<file path="src/rtl/aes_output_buffer.sv">
`default_nettype none
// ============================================================================
// Module   : aes_output_buffer
// Brief    : Captures finished 128-bit AES plaintext blocks into a small FIFO
//            and streams them out as four 32-bit words over valid/ready.
// Revision : 1.0 - initial release
// ============================================================================
module aes_output_buffer #(
    parameter int DEPTH = 4
) (
    input  logic                     clk,
    input  logic                     n_rst,
    input  logic                     data_done,
    input  logic [127:0]             data_output,
    output logic                     is_full,
    output logic [31:0]              o_word,
    output logic                     o_word_valid,
    input  logic                     i_word_ready,
    output logic                     o_word_last,
    output logic [$clog2(DEPTH):0]   o_block_count
);

    localparam int c_PTR_W = $clog2(DEPTH);
    localparam int c_CNT_W = c_PTR_W + 1;
    localparam logic [c_CNT_W-1:0] c_FULL_COUNT = c_CNT_W'(DEPTH);
    localparam logic [c_PTR_W-1:0] c_PTR_ONE    = c_PTR_W'(1);
    localparam logic [c_CNT_W-1:0] c_CNT_ONE    = c_CNT_W'(1);

    logic [127:0]         r_mem [DEPTH];
    logic [c_PTR_W-1:0]   r_wr_ptr;
    logic [c_PTR_W-1:0]   r_rd_ptr;
    logic [c_CNT_W-1:0]   r_count;
    logic [1:0]           r_idx;

    logic                 w_full;
    logic                 w_valid;
    logic                 w_push;
    logic                 w_accept;
    logic                 w_pop;
    logic [127:0]         w_head;

    // All status outputs decode registered state only, so neither handshake
    // input has a combinational path to any output.
    assign w_full   = (r_count == c_FULL_COUNT);
    assign w_valid  = (r_count != '0);
    assign w_push   = data_done & ~w_full;
    assign w_accept = w_valid & i_word_ready;
    assign w_pop    = w_accept & (r_idx == 2'd3);

    assign is_full       = w_full;
    assign o_word_valid  = w_valid;
    assign o_word_last   = w_valid & (r_idx == 2'd3);
    assign o_block_count = r_count;

    always_comb begin
        w_head = r_mem[r_rd_ptr];
        o_word = w_head[127:96];
        case (r_idx)
            2'd0:    o_word = w_head[127:96];
            2'd1:    o_word = w_head[95:64];
            2'd2:    o_word = w_head[63:32];
            default: o_word = w_head[31:0];
        endcase
    end

    always_ff @(posedge clk or negedge n_rst) begin
        if (!n_rst) begin
            for (int i = 0; i < DEPTH; i++) begin
                r_mem[i] <= '0;
            end
            r_wr_ptr <= '0;
            r_rd_ptr <= '0;
            r_count  <= '0;
            r_idx    <= '0;
        end else begin
            if (w_push) begin
                r_mem[r_wr_ptr] <= data_output;
                r_wr_ptr        <= r_wr_ptr + c_PTR_ONE;
            end

            if (w_accept) begin
                if (r_idx == 2'd3) begin
                    r_idx    <= 2'd0;
                    r_rd_ptr <= r_rd_ptr + c_PTR_ONE;
                end else begin
                    r_idx <= r_idx + 2'd1;
                end
            end

            case ({w_push, w_pop})
                2'b10:   r_count <= r_count + c_CNT_ONE;
                2'b01:   r_count <= r_count - c_CNT_ONE;
                default: r_count <= r_count;
            endcase
        end
    end

endmodule
`default_nettype wire

</file>
<file path="config.mk">
export PLATFORM = sky130hd
export DESIGN_NAME = aes_output_buffer
export DESIGN_NICKNAME = d
export VERILOG_FILES = /design/src/rtl/aes_output_buffer.sv
export SDC_FILE = /design/constraint.sdc
export NUM_CORES = 1
export LEC_CHECK = 0
export ABC_AREA = 1
export CAP_MARGIN = 10
export CORE_MARGIN = 5
export CORE_UTILIZATION = 50
export DETAILED_ROUTE_END_ITERATION = 7
export GPL_TIMING_DRIVEN = 0
export HOLD_SLACK_MARGIN = 0.08
export PLACE_DENSITY = 0.69
export RECOVER_POWER = 25
export SYNTH_ARGS = -nofsm -noshare
export SYNTH_HDL_FRONTEND = slang
export SYNTH_SLANG_ARGS = --single-unit
</file>
<file path="constraint.sdc">
create_clock -name clk -period 2.84 [get_ports clk]
set_clock_uncertainty 0.1 [all_clocks]
set_input_delay 0.568 -clock clk [delete_from_list [all_inputs] [get_ports clk]]
set_output_delay 0.568 -clock clk [all_outputs]
set_load 0.02 [all_outputs]
</file>
# After elaboration in Yosys (flattened, before gate mapping)
# Index checks and enable logic that the tools add are counted.
dict set report word_totals {
  reg_bits 521
  latchBits 0
  ram_bits 0
  mem_bits_ro 0
  in_bits 132
  output_inout_bits 38
  elab_cells 43
  memories 0
}
dict set report classes {
  addsub 5
  mul 0
  div_mod_pow 0
  magnitude_cmp 3
  eq_ne 6
  shifts 0
  n_mux 9
  bitwise 7
  n_reduce_logical 5
}
# operator n
set ops {}
lappend ops {{$bwmux 512} 1}
lappend ops {{$mux 128} 3}
lappend ops {{$bmux 128 s2} 1}
lappend ops {{$demux 128 s2} 1}
lappend ops {{$pmux 32 s3} 1}
lappend ops {{$add 2x1->2 const B} 3}
lappend ops {{$eq 2x2->1 const B} 3}
lappend ops {{$ge 3x3->1 const B} 2}
lappend ops {{$not 2->3} 2}
lappend ops {{$pmux 3 s2} 1}
lappend ops {{$and 1x1->1} 4}
lappend ops {{$eq 2x1->1 const B} 2}
lappend ops {{$add 3x1->3 const B} 1}
lappend ops {{$eq 3x3->1 const B} 1}
lappend ops {{$lt 3x1->1 const B} 1}
lappend ops {{$reduce_bool 3->1} 1}
lappend ops {{$sub 3x1->3 const B} 1}
lappend ops {{$logic_not 2->1} 1}
lappend ops {{$mux 2} 1}
lappend ops {{$reduce_and 2->1} 1}
lappend ops {{$reduce_bool 2->1} 1}
lappend ops {{$logic_and 1x1->1} 1}
lappend ops {{$not 1->1} 1}

# Longest topological paths before layout
# Gate-level depths: netlist of run 1.
dict set report logic_depth {
  depth_word 6
  ltp_mapped 12
  mapped_depth_nobuf 10
}

# Worst setup path before layout of run 1
# OpenSTA, ideal clock, no wires.
dict set report synth_timing {
  path_type {register -> register}
  start {register r_count[0] (netlist: o_block_count[0])}
  end {register r_count[2] (netlist: o_block_count[2])}
  arrival_ns 2.191
  required_time_ns 2.609
  setup_slack_ns 0.419
  stages_incl_launch_ff 13
  cell_sequence {dfrtp_1 inv_2 nand3_2 nand2_2 buf_6 buf_2 buf_4 ha_1 inv_1 fa_1 a21oi_1 o21ai_0 xor2_1}
}
dict set report synth_via {
  elab_chain_len 5
  word_cells_on_any_way 12
  classes_between {2 x add/sub; 3 x eq/ne; 1 x mux; 4 x bitwise; 2 x reduce/logical}
}
# element line
set synth_lines {}
lappend synth_lines {{start: declaration} 32} ;# logic [c_CNT_W-1:0] r_count;
lappend synth_lines {{start signal: assignment} 91} ;# 2'b10: r_count <= r_count + c_CNT_ONE;
lappend synth_lines {{start signal: assignment} 92} ;# 2'b01: r_count <= r_count - c_CNT_ONE;
lappend synth_lines {{start signal: assignment} 93} ;# default: r_count <= r_count;
lappend synth_lines {{$reduce_bool 3->1 / $eq 3x3->1 (equally long branches)} {45, 44}}
lappend synth_lines {{$and 1x1->1 / $not 1->1 (equally long branches)} {47, 46}}
lappend synth_lines {{$and 1x1->1, on equally long branches} {48, 46}}
lappend synth_lines {{$eq 2x1->1 / $eq 2x2->1 (equally long branches)} 90} ;# case ({w_push, w_pop})
lappend synth_lines {{$pmux 3 s2 / $reduce_bool 2->1 (equally long branches)} --}
# Several ways; a longest one is shown, not always the timed one.
# A chain may end at the register's enable or synchronous reset.

# Worst setup path in the final report of run 1
dict set report layout_timing {
  start {register r_rd_ptr[0]}
  end {output o_word[8]}
}
dict set report layout_via {
  elab_chain_len 5
}
# element line
set layout_lines {}
lappend layout_lines {{start: declaration} 31} ;# logic [c_PTR_W-1:0] r_rd_ptr;
lappend layout_lines {{start signal: assignment} 84} ;# r_rd_ptr <= r_rd_ptr + c_PTR_ONE;
lappend layout_lines {{$not 2->3 (not written as such)} 56} ;# w_head = r_mem[r_rd_ptr];
lappend layout_lines {{$bmux 128 s2} 56}
lappend layout_lines {{$mux 128 (not written as such) (2 in series)} 56}
lappend layout_lines {{$pmux 32 s3} 58} ;# case (r_idx)
lappend layout_lines {{end: declaration} 16} ;# output logic [31:0] o_word,
# Every way passes these cells. The select of a mux whose other input is x is not followed.

==> results_dict.tcl, run 1 <==
set metrics [dict create \
    ir_worst_vdd_v 0.000972 \
    leakage_nw 15.5 \
    cts_tree "built" \
    power.internal_mw 23.2 \
    vias 24700 \
    syn_inst 3367 \
    synth_seq_cells 521 \
    rrSetupSlack_ns 0.14 \
    clk_latency_ns 0.62 \
    failed_checks "negative setup slack" \
    grt_usage_pct 32.4 \
    required_ns 2.17 \
    io_buffer_count 169 \
    row_count 82 \
    p_comb_share_pct 54.8 \
    pin_count 170 \
    hold_viol_final 0 \
    hold_ws_ns 0.359 \
    yosysSeqAreaShare_pct 51.4 \
    layout-drive-gt1-share_pct 16.2 \
    regToRegEndpoint "o_block_count[2]" \
    drt_first_pass_iters 7 \
    p_per_area_nw_per_um2 1350 \
    hpwl_um 64600 \
    clock_path_buffers 3 \
    syn_avg_cell_area_sq_um 7.54 \
    drv_slew 0 \
    synth.distinct_cells 25 \
    critPathKind "flop to output pin" \
    cp_max_fo 9 \
    period_minus_slack_ns 3.07 \
    cts-buffers-inserted 56 \
    vias_per_cell 5.70 \
    coreArea_sq_um 50200 \
    start_util_pct 50.6 \
    max_slew_margin_pct 5.35 \
    crit_arrival_ns 2.40 \
    layout_commonest_cell "nand2_1" \
    hold_path_class "primary input to asynchronous set/reset pin" \
    dp_slack_ns -0.645 \
    syn_area_sq_um 25400 \
    clk_pin_slew_worst_paths_ns 0.06 \
    crit_path_start_kind "flop" \
    cap_violations 0 \
    drcViolationCount 0 \
    antenna_found_initial 1 \
    rr_worst_depth 10 \
    cts-root-buf "clkbuf_16" \
    fin_ws_ns -0.231 \
    dieArea_sq_um 55400 \
    grt_max_degree 118 \
    fin_crit_sh_pct 108 \
    end_kind "output pin" \
    outcome "finished, violations left" \
    h-tree-depth 2 \
    ant_nets 0 \
    switching_share_pct 46.2 \
    ys_warn_count 0 \
    drt-total-wl_um 93000 \
    grt_setup_unrepaired "yes" \
    syn-num-nets 3510 \
    power.clock.fraction_pct 16.8 \
    grt_pass1_wl_um 141000 \
    worst_pin_slew_ns 1.42 \
    p_seq_share_pct 28.4 \
    r2r_start "o_block_count[1]" \
    area_growth_pct 25.5 \
    die_height_um 235 \
    grt_pass1_vias 24200 \
    layout_common_cells "1191 x nand2_1, 521 x dfrtp_1, 518 x o21ai_0" \
    fp.dieW_um 235 \
    p_sw_mw 19.9 \
    detail_route.wl_per_cell_um 21.5 \
    clkSinkCount 521 \
    place.gp.congestion 0.957 \
    fmax_mhz 326 \
    drt_first_iter_violations 2768 \
    setup_viol 32 \
    gr-total-overflow 0 \
    final_nets 3753 \
]
cell families (layout without fill, tap and decap cells):
kind of cell	count (synthesis)	in the layout	share of synthesized area, %
AO/OA/AOI/OAI	648	648	13.1
flip-flops	521	521	51.4
XOR/XNOR	5	5	0.172
other	0	1	0
adder cells (fa/ha/maj)	11	11	0.572
buffers and inverters	569	853	9.66
AND/OR/NAND/NOR	1613	1613	25.1
repair_timing:
action	CTS	global route
gates cloned	3	5
resized for setup	569	172
hold endpoints to repair	53	0
endpoints found under the setup margin	33	32
setup buffers	3	0
pin swaps	51	49
hold buffers	1	0
power by group through the flow:
stage	Sequential (mW)	Combinational (mW)	Clock (mW)
4_1_cts	12.2	21.6	7.28
5_1_grt	12.5	25.3	7.56
3_3_place_gp	12.3	18.6	0
6_report	12.3	23.6	7.26
3_5_place_dp	12.3	19.0	0
2_1_floorplan	11.9	11.5	0
critical path, stage by stage, from the launching register on:
cell and delay [ns]:
dfrtp_1 0.39, buf_8 0.16, inv_12 0.10, buf_16 0.18
buf_12 0.13, nand2_1 0.05, nand3_1 0.07, nand2_1 0.08
nand2_2 0.12, nand2_2 0.08, nor2_4 0.16, nor2_1 0.08
buf_4 0.16
synth_stat cells:
master,count,share of area (%)
a21oi_1,69,1.4
a31oi_1,1,0.025
buf_1,8,0.12
buf_2,120,2.4
buf_4,18,0.53
buf_6,12,0.53
clkbuf_1,68,1.0
clkbuf_2,6,0.12
dfrtp_1,521,51
fa_1,1,0.079
ha_1,10,0.49
inv_1,333,4.9
inv_2,4,0.059
nand2_1,1315,19
nand2_2,1,0.025
nand3_1,225,4.4
nand3_2,1,0.039
nor2_1,67,0.99
nor2_4,3,0.13
nor2_8,1,0.079
o211ai_1,32,0.95
o21ai_0,522,10
o21ai_1,24,0.47
xnor2_1,1,0.035
xor2_1,4,0.14
area by class of cell:
class                           count  area [sq um]
Antenna cell                        1          2.50
Buffer                            231          1850
Clock buffer                       83          1620
Clock inverter                     16           159
Fill cell                        4306         18300
Inverter                          337          1280
Multi-Input combinational cell   2277         11100
Sequential cell                   521         13000
Tap cell                          672           841
Timing Repair Buffer              186          2010
layer usage:
layer | part of all wire (%) | track usage [%] | up-vias
li1 | - | - | 11100
met1 | 39 | 43.5 | 11900
met2 | 46 | 50.9 | 1464
met3 | 10 | 5.94 | 276
met4 | 5.5 | 16.4 | 0
met5 | 0 | 0 | -
stage by stage:
step	setup TNS, ns	std cells	utilization (%)	area, sq um	power (mW)
floorplan	0	3367	-	25400	23.5
global placement	-	4208	55.6	27900	30.9
detailed placement	-17.27	4213	55.9	28100	31.3
CTS	-5.81	4318	62.2	31200	41.0
global route	-7.17	4324	63.5	31900	45.4
finish	-5.87	4324	63.5	31900	43.2
state kept, by name, summed over array words and instances, names as in the netlist:
signal         count
r_idx              2
r_wr_ptr           2
r_mem            512
o_block_count      3
r_rd_ptr           2
how the worst max path moves through the flow:
stage,endpoint,slack (ns),start
6_report,o_word[8],-0.23,r_rd_ptr[0]
5_1_grt,o_word[10],-0.26,r_rd_ptr[0]
4_1_cts,o_word[22],-0.21,r_rd_ptr[0]
3_5_place_dp,o_word[22],-0.65,r_rd_ptr[0]
3_3_place_gp,r_mem[402],-22.10,n_rst
2_1_floorplan,o_block_count[2],0.42,o_block_count[0]
Note: power is estimated with default switching activity, not from simulation.
==> inputs of run 2 (changes only) <==
--- a/config.mk
+++ b/config.mk
@@ -8,11 +8,11 @@
 export ABC_AREA = 1
 export CAP_MARGIN = 10
 export CORE_MARGIN = 5
-export CORE_UTILIZATION = 50
+export CORE_UTILIZATION = 55
 export DETAILED_ROUTE_END_ITERATION = 7
 export GPL_TIMING_DRIVEN = 0
 export HOLD_SLACK_MARGIN = 0.08
-export PLACE_DENSITY = 0.69
+export PLACE_DENSITY = 0.75
 export RECOVER_POWER = 25
 export SYNTH_ARGS = -nofsm -noshare
 export SYNTH_HDL_FRONTEND = slang
==> results_dict.tcl, run 2 (synthesis results as in run 1) <==
set metrics [dict create \
    outcome "finished, violations left" \
    failed_checks "negative setup slack" \
    required_ns 2.17 \
    max_slew_margin_pct 7.39 \
    grt_pass1_wl_um 138000 \
    path_cells "buf_8, clkinv_8, clkbuf_16, buf_12, nand2_1, nand3_1, nand2_2, nand2_2, nand2_2, nor2_4, nor2_1, buf_4" \
    cp_top_family "buffers and inverters" \
    fin_crit_sh_pct 108 \
    crit_start "r_rd_ptr[0]" \
    cp_max_fo 10 \
    crit_arrival_ns 2.41 \
    cap_violations 0 \
    hpwl_um 62800 \
    vias_per_cell 5.81 \
    antenna_found_initial 1 \
    cts-root-buf "clkbuf_16" \
    layout_common_cells "1209 x nand2_1, 522 x o21ai_0, 521 x dfrtp_1" \
    fin_util_pct 69.0 \
    hold_viol_final 0 \
    final_nets 3746 \
    start_util_pct 55.8 \
    regMostFlops "r_mem" \
    multiInputGateArea_sq_um 10900 \
    worst_pin_slew_ns 1.39 \
    seq_area_sq_um 13000 \
    p_per_area_nw_per_um2 1350 \
    crit_buf_inv 5 \
    fmax_mhz 325 \
    row_count 78 \
    fp.dieW_um 225 \
    cp-endpoint "o_word[15]" \
    pin_count 170 \
    drt-total-wl_um 90600 \
    clk_latency_ns 0.61 \
    coreArea_sq_um 45500 \
    rr_worst_depth 10 \
    detail_route.wl_per_cell_um 21.3 \
    clk_pin_slew_worst_paths_ns 0.06 \
    clock_path_buffers 3 \
    area_growth_pct 23.7 \
    leakage_nw 15.4 \
    layout-drive-gt1-share_pct 15.6 \
    place.gp.congestion 0.969 \
    drcViolationCount 0 \
    grt_pass1_vias 24100 \
    end_kind "output pin" \
    drt_first_pass_iters 6 \
    drv_slew 0 \
    n_fill_cell 3658 \
    r2r_start "o_block_count[0]" \
    fin_ws_ns -0.239 \
    cts_tree "built" \
    critPathKind "flop to output pin" \
    ir_worst_vdd_v 0.000757 \
    largest_reg_flops 512 \
    cts-buffers-inserted 55 \
    die_height_um 225 \
    grt_setup_unrepaired "yes" \
    gr-total-overflow 0 \
    io_buffer_count 169 \
    worst_path_max_delay_cell "dfrtp_1" \
    layout_commonest_cell "nand2_1" \
    hold_path_class "primary input to asynchronous set/reset pin" \
    dieArea_sq_um 50600 \
    rrSetupSlack_ns 0.12 \
    crit_top_cell "nand2_2" \
    ant_nets 0 \
    setup_viol 32 \
    period_minus_slack_ns 3.08 \
    total_power_mw 42.5 \
    clkSinkCount 521 \
    grt_usage_pct 34.9 \
    grt_max_degree 126 \
    crit_cells 12 \
    slowest_delay_ns 0.39 \
    drt_first_iter_violations 2919 \
    vias 24700 \
    regToRegEndpoint "o_block_count[2]" \
    crit_path_start_kind "flop" \
    hold_ws_ns 0.372 \
    h-tree-depth 2 \
]
[run 2: layer usage]
metal | up-vias | part of all wire, % | track usage (%)
met5 | - | 0.014 | 0
met2 | 1509 | 45 | 53.4
met4 | 2 | 5.9 | 17.6
li1 | 11000 | - | -
met1 | 11800 | 38 | 46.4
met3 | 289 | 12 | 9.02
[run 2: worst min-delay path by stage]
| stage | to | slack (ns) | cells past startpoint |
|---|---|---|---|
| after floorplan | o_block_count[0] | 0.17 | 0 |
| after global placement | r_mem[362] | 0.38 | 2 |
| after detailed placement | r_mem[108] | 0.39 | 2 |
| after CTS | r_mem[388] | 0.40 | 2 |
| after global routing | r_mem[308] | 0.42 | 2 |
| final | r_mem[436] | 0.37 | 2 |
[run 2: stage by stage]
stage / cells / setup slack (ns) / cell area, sq um / TNS, ns
final: 4243 / -0.239 / 31400 / -6.03
after global routing: 4242 / -0.282 / 31400 / -10.18
after CTS: 4240 / -0.230 / 30700 / -6.05
after detailed placement: 4140 / -0.634 / 27900 / -18.77
after global placement: 4136 / -21.61 / 27800 / -
after floorplan: 3367 / 0.419 / 25400 / 0
[run 2: final cells by class]
cell class                      count  area share (%)
Antenna cell                        1         0.00797
Buffer                            231            5.67
Clock buffer                       87            5.57
Clock inverter                      9           0.223
Inverter                          337            4.09
Multi-Input combinational cell   2277            34.6
Sequential cell                   521            41.5
Tap cell                          600            2.39
Timing Repair Buffer              180            5.92
[run 2: report_power, final]
part,switching (mW),internal (mW)
Sequential,1.27,11.0
Clock,3.05,4.27
Combinational,15.3,7.63
[run 2: worst reg2reg max path, cell delays in order, from the launching register on]
cell and delay, ns:
dfrtp_1 0.40, inv_2 0.08, nand3_1 0.11, nand2_1 0.18
nor2_1 0.60, ha_1 0.27, inv_1 0.07, fa_1 0.37
a21oi_1 0.14, o21ai_0 0.12, xor2_1 0.16
[run 2: repair_timing]
item	in CTS	in global routing
endpoints found under the setup margin	32	34
pin swaps	25	58
gates cloned	1	3
setup buffers	2	0
hold buffers	1	0
endpoints found under the hold margin	57	0
gates resized for setup	462	215
